`config.mk`:
```
export PLATFORM = sky130hd
export DESIGN_NAME = key_filter
export DESIGN_NICKNAME = d
export VERILOG_FILES = /design/src/rtl/key_filter_pkg.sv /design/src/rtl/key_filter_ch.sv /design/src/rtl/key_filter.sv
export SDC_FILE = /design/constraint.sdc
export NUM_CORES = 1
export LEC_CHECK = 0
export CAP_MARGIN = 25
export CORE_MARGIN = 2
export CORE_UTILIZATION = 65
export CTS_CLUSTER_SIZE = 10
export DETAILED_ROUTE_END_ITERATION = 10
export PLACE_DENSITY = 0.84
export SKIP_LAST_GASP = 1
export SLEW_MARGIN = 20
export SYNTH_ARGS = -nofsm -noshare
export SYNTH_HDL_FRONTEND = slang
export SYNTH_HIERARCHICAL = 1
export SYNTH_SLANG_ARGS = --single-unit
export TNS_END_PERCENT = 10
```
`constraint.sdc`:
```
create_clock -name clk -period 4.9 [get_ports clk]
set_input_delay 0.98 -clock clk [delete_from_list [all_inputs] [get_ports clk]]
set_output_delay 0.98 -clock clk [all_outputs]
set_load 0.02 [all_outputs]
```
`src/rtl/key_filter_pkg.sv`:
```
// -----------------------------------------------------------------------------
// key_filter_pkg : shared FSM state encoding and counter sizing for key_filter
// Rev 1.0
// -----------------------------------------------------------------------------
`default_nettype none

package key_filter_pkg;

  localparam int c_STATE_W = 2;

  localparam logic [c_STATE_W-1:0] c_ST_IDLE       = 2'd0;
  localparam logic [c_STATE_W-1:0] c_ST_PRESS_FILT = 2'd1;
  localparam logic [c_STATE_W-1:0] c_ST_DOWN       = 2'd2;
  localparam logic [c_STATE_W-1:0] c_ST_REL_FILT   = 2'd3;

  // Bits needed to count 0 .. n-1; never less than one bit.
  function automatic int cnt_width(input int n);
    return (n <= 2) ? 1 : $clog2(n);
  endfunction

endpackage

`default_nettype wire

```
`src/rtl/key_filter_ch.sv`:
```
// -----------------------------------------------------------------------------
// key_filter_ch : one key channel - 2-flop synchronizer, debounce FSM, and
//                 auto-repeat timer when KEY_FILTER_REPEAT_EN is defined
// Rev 1.0
// -----------------------------------------------------------------------------
`default_nettype none

module key_filter_ch
  import key_filter_pkg::*;
#(
  parameter int CNT_MAX       = 1_000_000,
  parameter int REPEAT_DELAY  = 25_000_000,
  parameter int REPEAT_PERIOD = 5_000_000
) (
  input  logic clk,
  input  logic reset,
  input  logic key_in,
  output logic key_press,
  output logic key_state,
  output logic key_release
);

  localparam int                 c_CNT_W    = cnt_width(CNT_MAX);
  localparam logic [c_CNT_W-1:0] c_CNT_LAST = c_CNT_W'(CNT_MAX - 1);

  logic                 r_sync1;
  logic                 r_sync2;
  logic [c_STATE_W-1:0] r_state;
  logic [c_STATE_W-1:0] w_state_nxt;
  logic [c_CNT_W-1:0]   r_cnt;
  logic [c_CNT_W-1:0]   w_cnt_nxt;
  logic                 r_press;
  logic                 r_held;
  logic                 r_release;
  logic                 w_press_nxt;
  logic                 w_held_nxt;
  logic                 w_release_nxt;
  logic                 w_k;
  logic                 w_cnt_done;
  logic                 w_repeat_fire;

  // Synchronizer resets to "released" so reset never looks like a press.
  always_ff @(posedge clk) begin
    if (reset) begin
      r_sync1 <= 1'b1;
      r_sync2 <= 1'b1;
    end else begin
      r_sync1 <= key_in;
      r_sync2 <= r_sync1;
    end
  end

  assign w_k        = r_sync2;
  assign w_cnt_done = (r_cnt == c_CNT_LAST);

  always_ff @(posedge clk) begin
    if (reset) begin
      r_state   <= c_ST_IDLE;
      r_cnt     <= '0;
      r_press   <= 1'b0;
      r_held    <= 1'b0;
      r_release <= 1'b0;
    end else begin
      r_state   <= w_state_nxt;
      r_cnt     <= w_cnt_nxt;
      r_press   <= w_press_nxt;
      r_held    <= w_held_nxt;
      r_release <= w_release_nxt;
    end
  end

  always_comb begin
    w_state_nxt = r_state;
    w_cnt_nxt   = r_cnt;
    case (r_state)
      c_ST_IDLE: begin
        if (!w_k) begin
          w_state_nxt = c_ST_PRESS_FILT;
          w_cnt_nxt   = '0;
        end
      end
      c_ST_PRESS_FILT: begin
        if (w_k) begin
          w_state_nxt = c_ST_IDLE;
          w_cnt_nxt   = '0;
        end else if (w_cnt_done) begin
          w_state_nxt = c_ST_DOWN;
          w_cnt_nxt   = '0;
        end else begin
          w_cnt_nxt = r_cnt + c_CNT_W'(1);
        end
      end
      c_ST_DOWN: begin
        if (w_k) begin
          w_state_nxt = c_ST_REL_FILT;
          w_cnt_nxt   = '0;
        end
      end
      c_ST_REL_FILT: begin
        if (!w_k) begin
          w_state_nxt = c_ST_DOWN;
          w_cnt_nxt   = '0;
        end else if (w_cnt_done) begin
          w_state_nxt = c_ST_IDLE;
          w_cnt_nxt   = '0;
        end else begin
          w_cnt_nxt = r_cnt + c_CNT_W'(1);
        end
      end
      default: begin
        w_state_nxt = c_ST_IDLE;
        w_cnt_nxt   = '0;
      end
    endcase
  end

  // Outputs are decoded from the transition and registered with the state.
  always_comb begin
    w_press_nxt   = 1'b0;
    w_release_nxt = 1'b0;
    w_held_nxt    = (w_state_nxt == c_ST_DOWN) || (w_state_nxt == c_ST_REL_FILT);
    if ((r_state == c_ST_PRESS_FILT) && (w_state_nxt == c_ST_DOWN)) begin
      w_press_nxt = 1'b1;
    end
    if ((r_state == c_ST_DOWN) && (w_state_nxt == c_ST_DOWN) && w_repeat_fire) begin
      w_press_nxt = 1'b1;
    end
    if ((r_state == c_ST_REL_FILT) && (w_state_nxt == c_ST_IDLE)) begin
      w_release_nxt = 1'b1;
    end
  end

`ifdef KEY_FILTER_REPEAT_EN
  localparam int c_REP_MAX = (REPEAT_DELAY > REPEAT_PERIOD) ? REPEAT_DELAY : REPEAT_PERIOD;
  localparam int c_REP_W   = cnt_width(c_REP_MAX);
  localparam logic [c_REP_W-1:0] c_REP_DELAY_LAST  = c_REP_W'(REPEAT_DELAY - 1);
  localparam logic [c_REP_W-1:0] c_REP_PERIOD_LAST = c_REP_W'(REPEAT_PERIOD - 1);

  logic [c_REP_W-1:0] r_rep_cnt;
  logic               r_rep_armed;

  // r_rep_armed marks that the initial delay has elapsed; later repeats use the period.
  assign w_repeat_fire = (r_state == c_ST_DOWN) &&
                         (r_rep_cnt == (r_rep_armed ? c_REP_PERIOD_LAST : c_REP_DELAY_LAST));

  always_ff @(posedge clk) begin
    if (reset || (r_state != c_ST_DOWN) || (w_state_nxt != c_ST_DOWN)) begin
      r_rep_cnt   <= '0;
      r_rep_armed <= 1'b0;
    end else if (w_repeat_fire) begin
      r_rep_cnt   <= '0;
      r_rep_armed <= 1'b1;
    end else begin
      r_rep_cnt <= r_rep_cnt + c_REP_W'(1);
    end
  end
`else
  assign w_repeat_fire = 1'b0;
`endif

  assign key_press   = r_press;
  assign key_state   = r_held;
  assign key_release = r_release;

endmodule

`default_nettype wire

```
`src/rtl/key_filter.sv`:
```
// -----------------------------------------------------------------------------
// key_filter : KEY_NUM independent debounced push-button channels with
//              press/release strobes; auto-repeat via KEY_FILTER_REPEAT_EN
// Rev 1.0
// -----------------------------------------------------------------------------
`default_nettype none

module key_filter
  import key_filter_pkg::*;
#(
  parameter int KEY_NUM       = 4,
  parameter int CNT_MAX       = 1_000_000,
  parameter int REPEAT_DELAY  = 25_000_000,
  parameter int REPEAT_PERIOD = 5_000_000
) (
  input  logic               clk,
  input  logic               reset,
  input  logic [KEY_NUM-1:0] key_in,
  output logic [KEY_NUM-1:0] key_press,
  output logic [KEY_NUM-1:0] key_state,
  output logic [KEY_NUM-1:0] key_release
);

  for (genvar gi = 0; gi < KEY_NUM; gi++) begin : g_ch
    key_filter_ch #(
      .CNT_MAX       (CNT_MAX),
      .REPEAT_DELAY  (REPEAT_DELAY),
      .REPEAT_PERIOD (REPEAT_PERIOD)
    ) u_ch (
      .clk         (clk),
      .reset       (reset),
      .key_in      (key_in[gi]),
      .key_press   (key_press[gi]),
      .key_state   (key_state[gi]),
      .key_release (key_release[gi])
    );
  end

endmodule

`default_nettype wire

```
==> impl_metrics.py, run 1 <==
metrics = {
    "pwr": {
        "irDropWorstVdd_uv": 178.3,
        "p_leak_nw": 1.873,
        "power_density_nw_per_um2": 270.6,
        "pwr-share-seq": 0.570,
        "p_int_mw": 1.208,
        "p_comb_frac": 0.034,
        "pwr-share-clk": 0.395,
        "swShare": 0.2216,
        "power_switching_mw": 0.3441,
    },
    "sta": {
        "max_freq_ghz": 0.4311,
        "maxSlewViolCount": 0,
        "tns_ns": 0,
        "fin_skew_ns": 0.01145,
        "fin_crit_sh": 0.4735,
        "rsz0062_at_grt": "false",
        "fin_hold_ws_ns": 0.4177,
        "hold_viol": 0,
        "finalCriticalPeriod_ns": 2.320,
        "setup_viol": 0,
        "maxSlewHeadroom": 0.4799,
        "tightestPinTransition_ns": 0.7776,
        "finalWorstSetupSlack_ns": 2.580,
    },
    "finish": {
        "final_layout_size_suffix_gt1_frac": 0.1028,
        "nets": 618,
        "num-fill-cells": 649,
        "area_growth_pct": 7.375,
        "antenna_cells": 0,
    },
    "detailed_routing": {
        "wire_per_inst_um": 15.15,
        "vias": 4479,
        "ant_nets": 0,
        "drt_iter0_drc": 207,
        "drc_errors": 0,
        "dr.pass1.iters": 4,
        "wirelength_um": 10880,
        "vias_per_cell": 6.238,
    },
    "setup_path": {
        "critPathTopFamily": "buffers and inverters",
        "crit_required_ns": 3.92,
        "critPathLaunchType": "register",
        "path_class": "register to output port",
        "critPathSlowestCell": "clkdlybuf4s50_1",
        "end_kind": "output port",
        "crit_chain": "clkdlybuf4s50_1",
        "path_max_fanout": 1,
        "critical_path_arrival_ns": 1.34,
        "path_buf_inv": 1,
        "crit_path_max_incr_delay_ns": 0.63,
    },
    "clock_tree": {
        "worstSkewPairLatency_ns": 0.37,
        "cts_buffer_depth": 2,
        "cts_resized": 0,
        "cts_buffers": 9,
        "cts_tree": "built",
        "ctsHtreeMaxLevel": 3,
        "clock-sinks": 108,
        "cts_setup_buffers": 0,
        "cts_hold_buf": 0,
        "clockRootBuffer": "clkbuf_8",
        "path_clk_slew_ns": 0.10,
    },
    "floorplan": {
        "io_pins": 18,
        "fp.dieArea_um2": 8962,
        "die_h_um": 94.67,
        "rows": 33,
        "start_util": 0.6603,
        "dieWidth_um": 94.67,
        "coreArea_um2": 8093,
    },
    "grt": {
        "grt_start_max_net_pins": 60,
        "first_global_vias": 4028,
        "grt_pass1_wl_um": 18290,
        "grt_antenna_before_repair": 0,
        "grt_usage": 0.2524,
        "gr-total-overflow": 0,
    },
    "synth": {
        "seq_area_frac_synth": 0.4046,
        "yosysUniqueCellTypes": 57,
        "yosysMostFrequentCell": "dfxtp_1",
        "async_reset_ff_frac": 0,
        "yosys_warnings": 6,
        "synth_edf_count": 0,
        "synth_ff_type": "dfxtp_1",
        "yosysTopAreaCell": "dfxtp_1",
        "avgSynthCellArea_um2": 8.847,
        "ys_ff_latch": 108,
        "syn-num-nets": 614,
        "postSynthCellCount": 604,
        "syn-cell-area_um2": 5344,
        "synth_area_leaders": "dfxtp_1 40%, a21oi_1 4.8%, nand4_1 3.9%",
        "yosysTopAreaCellShare": 0.4046,
        "yosys-top-cells-count": "108 x dfxtp_1, 51 x a21oi_1, 49 x nand2_1",
    },
    "place": {
        "routabilityCongestion": 0.8819,
        "dpl.hpwl_um": 7388,
        "place_ws_ns": 2.172,
        "portBuffers": 17,
    },
    "outcome": {
        "status": "finished clean",
    },
    "hold_path": {
        "hold_class": "register to register",
    },
    "job": {
        "max_cap_viol_count": 0,
    },
}
[logic make-up (layout without fill, tap and decap cells)]
family,Yosys count,count (layout),share of synthesized area
simple gates,275,275,0.3105
compound gates,142,142,0.1665
flops,108,108,0.4046
buf+inv,40,49,0.04144
mux,20,20,0.03746
xor+xnor,15,15,0.03020
fa+ha+maj,4,4,0.009366
[flip-flops by register name, indices dropped and copies added, names as in the netlist]
name and flops:
g_ch.u_ch/key_state 4, g_ch.u_ch/r_sync2 4, g_ch.u_ch/key_press 4, g_ch.u_ch/r_state 8, g_ch.u_ch/r_sync1 4, g_ch.u_ch/key_release 4, g_ch.u_ch/r_cnt 80
[layout by cell type (no fill, tap or decap), types with 4 or more instances in the layout]
cell type        instances
a21oi_1                 51
a22o_1                  12
a22oi_1                  4
a31oi_1                 30
and3_1                  14
and3b_1                  4
and4_1                   5
and4_4                   4
clkbuf_8                10
clkdlybuf4s50_1         16
dfxtp_1                108
ha_1                     4
inv_1                   12
mux2i_1                 20
nand2_1                 49
nand2b_1                14
nand3_1                 41
nand3b_1                 8
nand4_1                 33
nor2_1                  34
nor2_2                   4
nor3_1                  11
nor4_1                   7
nor4_2                   4
o21ai_0                 18
o21ai_1                  7
or2_1                    4
or2_2                   12
xnor2_1                  9
xnor2_2                  4
[routing by layer]
metal | share of wire | GRT usage | wire length (µm)
met1 | 0.45 | 0.3330 | 4927
met2 | 0.49 | 0.4155 | 5360
met5 | 0 | 0 | 0
met3 | 0.038 | 0.04948 | 411
met4 | 0.016 | 0.08333 | 175
[cell type report]
type / count / area, µm² / share of cell area
Clock buffer: 10 / 137.6 / 0.02399
Timing Repair Buffer: 21 / 207.7 / 0.03620
Sequential cell: 108 / 2162 / 0.3768
Multi-Input combinational cell: 456 / 2960 / 0.5159
Clock inverter: 6 / 93.84 / 0.01635
Inverter: 12 / 45.04 / 0.007850
Tap cell: 105 / 131.4 / 0.02290
[path summary, 6_finish.rpt]
kind | end | startpoint | depth (start not counted) | slack (ns)
hold reg to reg | g_ch[1].u_ch/r_sync2 | g_ch[1].u_ch/r_sync1 | 1 | 0.42
setup reg to reg | g_ch[3].u_ch/r_cnt[16] | g_ch[3].u_ch/r_cnt[0] | 6 | 2.71
hold / removal | g_ch[1].u_ch/r_sync2 | g_ch[1].u_ch/r_sync1 | 1 | 0.42
setup / recovery | key_state[3] | g_ch[3].u_ch/key_state | 1 | 2.58
[power groups by stage]
stage	registers (mW)	logic (mW)	clock network, mW
after floorplan	0.905	0.0377	0
after global placement	0.905	0.0488	0
after detailed placement	0.906	0.0509	0
after CTS	0.885	0.0511	0.629
after global routing	0.886	0.0586	0.658
final	0.885	0.0533	0.614
[worst register-to-register path: stages, from the launching register on]
cell	delay (ns)
dfxtp_1	0.39
ha_1	0.28
nand4_1	0.14
and4bb_4	0.25
a211oi_4	0.69
nand4_1	0.21
mux2i_1	0.17
[per-stage QoR]
| stage | instance area (µm²) | utilization | std cells | power, mW |
|---|---|---|---|---|
| after detailed placement | 5487 | 0.6780 | 701 | 0.9565 |
| after global placement | 5487 | 0.6780 | 701 | 0.9542 |
| final | 5738 | 0.7090 | 718 | 1.552 |
| after floorplan | 5344 | - | 604 | 0.9426 |
| after global routing | 5738 | 0.7090 | 718 | 1.603 |
| after CTS | 5718 | 0.7066 | 717 | 1.565 |
Note: power is estimated with default switching activity, not from simulation.
==> run 2: changes to the inputs <==
--- a/config.mk
+++ b/config.mk
@@ -7,10 +7,10 @@
 export LEC_CHECK = 0
 export CAP_MARGIN = 25
 export CORE_MARGIN = 2
-export CORE_UTILIZATION = 65
+export CORE_UTILIZATION = 61
 export CTS_CLUSTER_SIZE = 10
 export DETAILED_ROUTE_END_ITERATION = 10
-export PLACE_DENSITY = 0.84
+export PLACE_DENSITY = 0.79
 export SKIP_LAST_GASP = 1
 export SLEW_MARGIN = 20
 export SYNTH_ARGS = -nofsm -noshare
==> constraint.sdc (replaced) <==
create_clock -name clk -period 2.2 [get_ports clk]
set_input_delay 0.44 -clock clk [delete_from_list [all_inputs] [get_ports clk]]
set_output_delay 0.44 -clock clk [all_outputs]
set_load 0.02 [all_outputs]
==> run 2 against run 1 <==
Effect of this change:
- first-iteration DRC count is 8.2% lower
- global-route usage is 1.9 points lower
- count of clock-buffer cells in the layout is 1 lower
- clock skew is 0.0017 ns higher
- hold slack hardly changed
- design area is 1.1% higher
- routed wire length is 1.4% higher
- setup slack worse by 2.4 ns
- sequential power is 120% higher
- critical path type is now register to register
- largest power group unchanged
==> impl_metrics.py, run 2 (synthesized netlist as in run 1, its figures left out) <==
metrics = {
    "floorplan": {
        "dieWidth_um": 97.60,
        "io_pins": 18,
        "fp.dieArea_um2": 9525,
        "coreArea_um2": 8593,
        "rows": 34,
        "die_h_um": 97.60,
        "start_util": 0.6219,
    },
    "clock_tree": {
        "cts_resized": 0,
        "clock-sinks": 108,
        "cts_tree": "built",
        "cts_hold_buf": 0,
        "clockRootBuffer": "clkbuf_8",
        "cts_buffer_depth": 2,
        "ctsHtreeMaxLevel": 3,
        "worstSkewPairLatency_ns": 0.38,
        "cts_setup_buffers": 0,
        "cts_buffers": 9,
        "path_clk_slew_ns": 0.11,
    },
    "finish": {
        "largest_register": "g_ch.u_ch/r_cnt",
        "nets": 625,
        "seq_area_um2": 2162,
        "finish.instance_area_um2": 5801,
        "largest_register_ffs": 80,
        "multiInputGateArea_um2": 2977,
        "layout_commonest_cell": "dfxtp_1",
        "antenna_cells": 0,
        "final_layout_size_suffix_gt1_frac": 0.1145,
        "area_growth_pct": 8.546,
        "mostFrequentLayoutCells": "108 x dfxtp_1, 50 x a21oi_1, 49 x nand2_1, 41 x nand3_1, 34 x nor2_1",
        "top_regs": "g_ch.u_ch/r_cnt (80), g_ch.u_ch/r_state (8)",
        "final_util": 0.6750,
        "num-fill-cells": 682,
    },
    "setup_path": {
        "r2r_start": "g_ch[2].u_ch/r_cnt[0]",
        "critical_path_arrival_ns": 2.32,
        "critPathLaunchType": "register",
        "end_kind": "register",
        "timing.rr.end": "g_ch[2].u_ch/r_cnt[18]",
        "path_max_fanout": 5,
        "rr_worst_depth": 6,
        "regToRegSetupSlack_ns": 0.16,
        "crit_required_ns": 2.48,
        "path_class": "register to register",
    },
    "pwr": {
        "p_comb_frac": 0.036,
        "p_int_mw": 2.672,
        "power_density_nw_per_um2": 598.4,
        "p_leak_nw": 1.901,
        "pwr-share-seq": 0.568,
        "pwr-share-clk": 0.396,
        "irDropWorstVdd_uv": 363.9,
        "power_switching_mw": 0.7992,
        "swShare": 0.2303,
    },
    "grt": {
        "grt_pass1_wl_um": 18820,
        "gr-total-overflow": 0,
        "grt_antenna_before_repair": 0,
        "first_global_vias": 4188,
        "grt_usage": 0.2335,
        "grt_start_max_net_pins": 30,
    },
    "detailed_routing": {
        "wire_per_inst_um": 15.15,
        "dr.pass1.iters": 4,
        "vias_per_cell": 6.223,
        "wirelength_um": 11030,
        "drt_iter0_drc": 190,
        "ant_nets": 0,
        "vias": 4530,
        "drc_errors": 0,
    },
    "place": {
        "routabilityCongestion": 0.8823,
        "place_area_um2": 5559,
        "dpl.hpwl_um": 7528,
        "portBuffers": 17,
    },
    "sta": {
        "fin_skew_ns": 0.01318,
        "tightestPinTransition_ns": 0.7403,
        "max_freq_ghz": 0.4898,
        "tns_ns": 0,
        "setup_viol": 0,
        "fin_crit_sh": 0.9280,
        "maxSlewViolCount": 0,
        "finalCriticalPeriod_ns": 2.042,
        "rsz0062_at_grt": "true",
        "hold_viol": 0,
        "maxSlewHeadroom": 0.4995,
    },
    "job": {
        "max_cap_viol_count": 0,
    },
    "hold_path": {
        "hold_class": "register to register",
        "hold_depth": 1,
        "min_to": "g_ch[1].u_ch/r_sync2",
        "hp-start": "g_ch[1].u_ch/r_sync1",
    },
    "outcome": {
        "status": "finished clean",
    },
}
[run 2: layout make-up]
cell class,count,share of cell area
Clock buffer,9,0.02135
Clock inverter,7,0.01812
Inverter,12,0.007765
Multi-Input combinational cell,457,0.5132
Sequential cell,108,0.3727
Tap cell,108,0.02330
Timing Repair Buffer,27,0.04357
[run 2: per-stage QoR]
| stage | setup slack, ns | total power [mW] | hold slack, ns | std cells |
|---|---|---|---|---|
| final | 0.1583 | 3.471 | 0.4172 | 728 |
| after floorplan | 0.4245 | 2.099 | 0.3895 | 604 |
| after global routing | -0.01273 | 3.598 | 0.4305 | 728 |
| after global placement | 0.2574 | 2.135 | 0.3924 | 711 |
| after detailed placement | 0.1448 | 2.140 | 0.3945 | 711 |
| after CTS | 0.1200 | 3.500 | 0.4183 | 727 |
[run 2: worst max-delay path by stage]
stage / from / end / slack [ns] / cells past startpoint
after global routing: g_ch[2].u_ch/r_cnt[1] / g_ch[2].u_ch/r_cnt[18] / -0.01 / 6
after floorplan: g_ch[0].u_ch/r_cnt[0] / g_ch[0].u_ch/r_cnt[10] / 0.42 / 6
after global placement: g_ch[3].u_ch/r_cnt[0] / g_ch[3].u_ch/r_cnt[16] / 0.26 / 6
final: g_ch[2].u_ch/r_cnt[0] / g_ch[2].u_ch/r_cnt[18] / 0.16 / 6
after CTS: g_ch[3].u_ch/r_cnt[0] / g_ch[3].u_ch/r_cnt[16] / 0.12 / 6
after detailed placement: g_ch[3].u_ch/r_cnt[0] / g_ch[3].u_ch/r_cnt[16] / 0.14 / 6
[run 2: critical path, cell delays in order (launching register included)]
cell,delay (ns)
dfxtp_1,0.40
ha_1,0.26
nand4_1,0.17
nor4b_1,0.71
nand3_1,0.15
a21oi_1,0.17
mux2i_1,0.08
[run 2: layer usage]
metal	share of wire	GRT usage	wire length (µm)
met3	0.042	0.05180	463
met4	0.016	0.08120	179
met5	0	0	0
met2	0.47	0.3767	5221
met1	0.47	0.3098	5165
[run 2: power groups by stage]
stage	Combinational [mW]	Clock, mW	Sequential [mW]
global route	0.137	1.49	1.97
floorplan	0.0839	0	2.02
CTS	0.123	1.40	1.97
global placement	0.118	0	2.02
finish	0.124	1.37	1.97
detailed placement	0.122	0	2.02
==> run 3: changes to the inputs <==
--- a/config.mk
+++ b/config.mk
@@ -5,7 +5,7 @@
 export SDC_FILE = /design/constraint.sdc
 export NUM_CORES = 1
 export LEC_CHECK = 0
-export CAP_MARGIN = 25
+export CAP_MARGIN = 15
 export CORE_MARGIN = 2
 export CORE_UTILIZATION = 61
 export CTS_CLUSTER_SIZE = 10
==> results of run 3 <==
No change in the layout: final DEF, timing and power equal those of run 2.
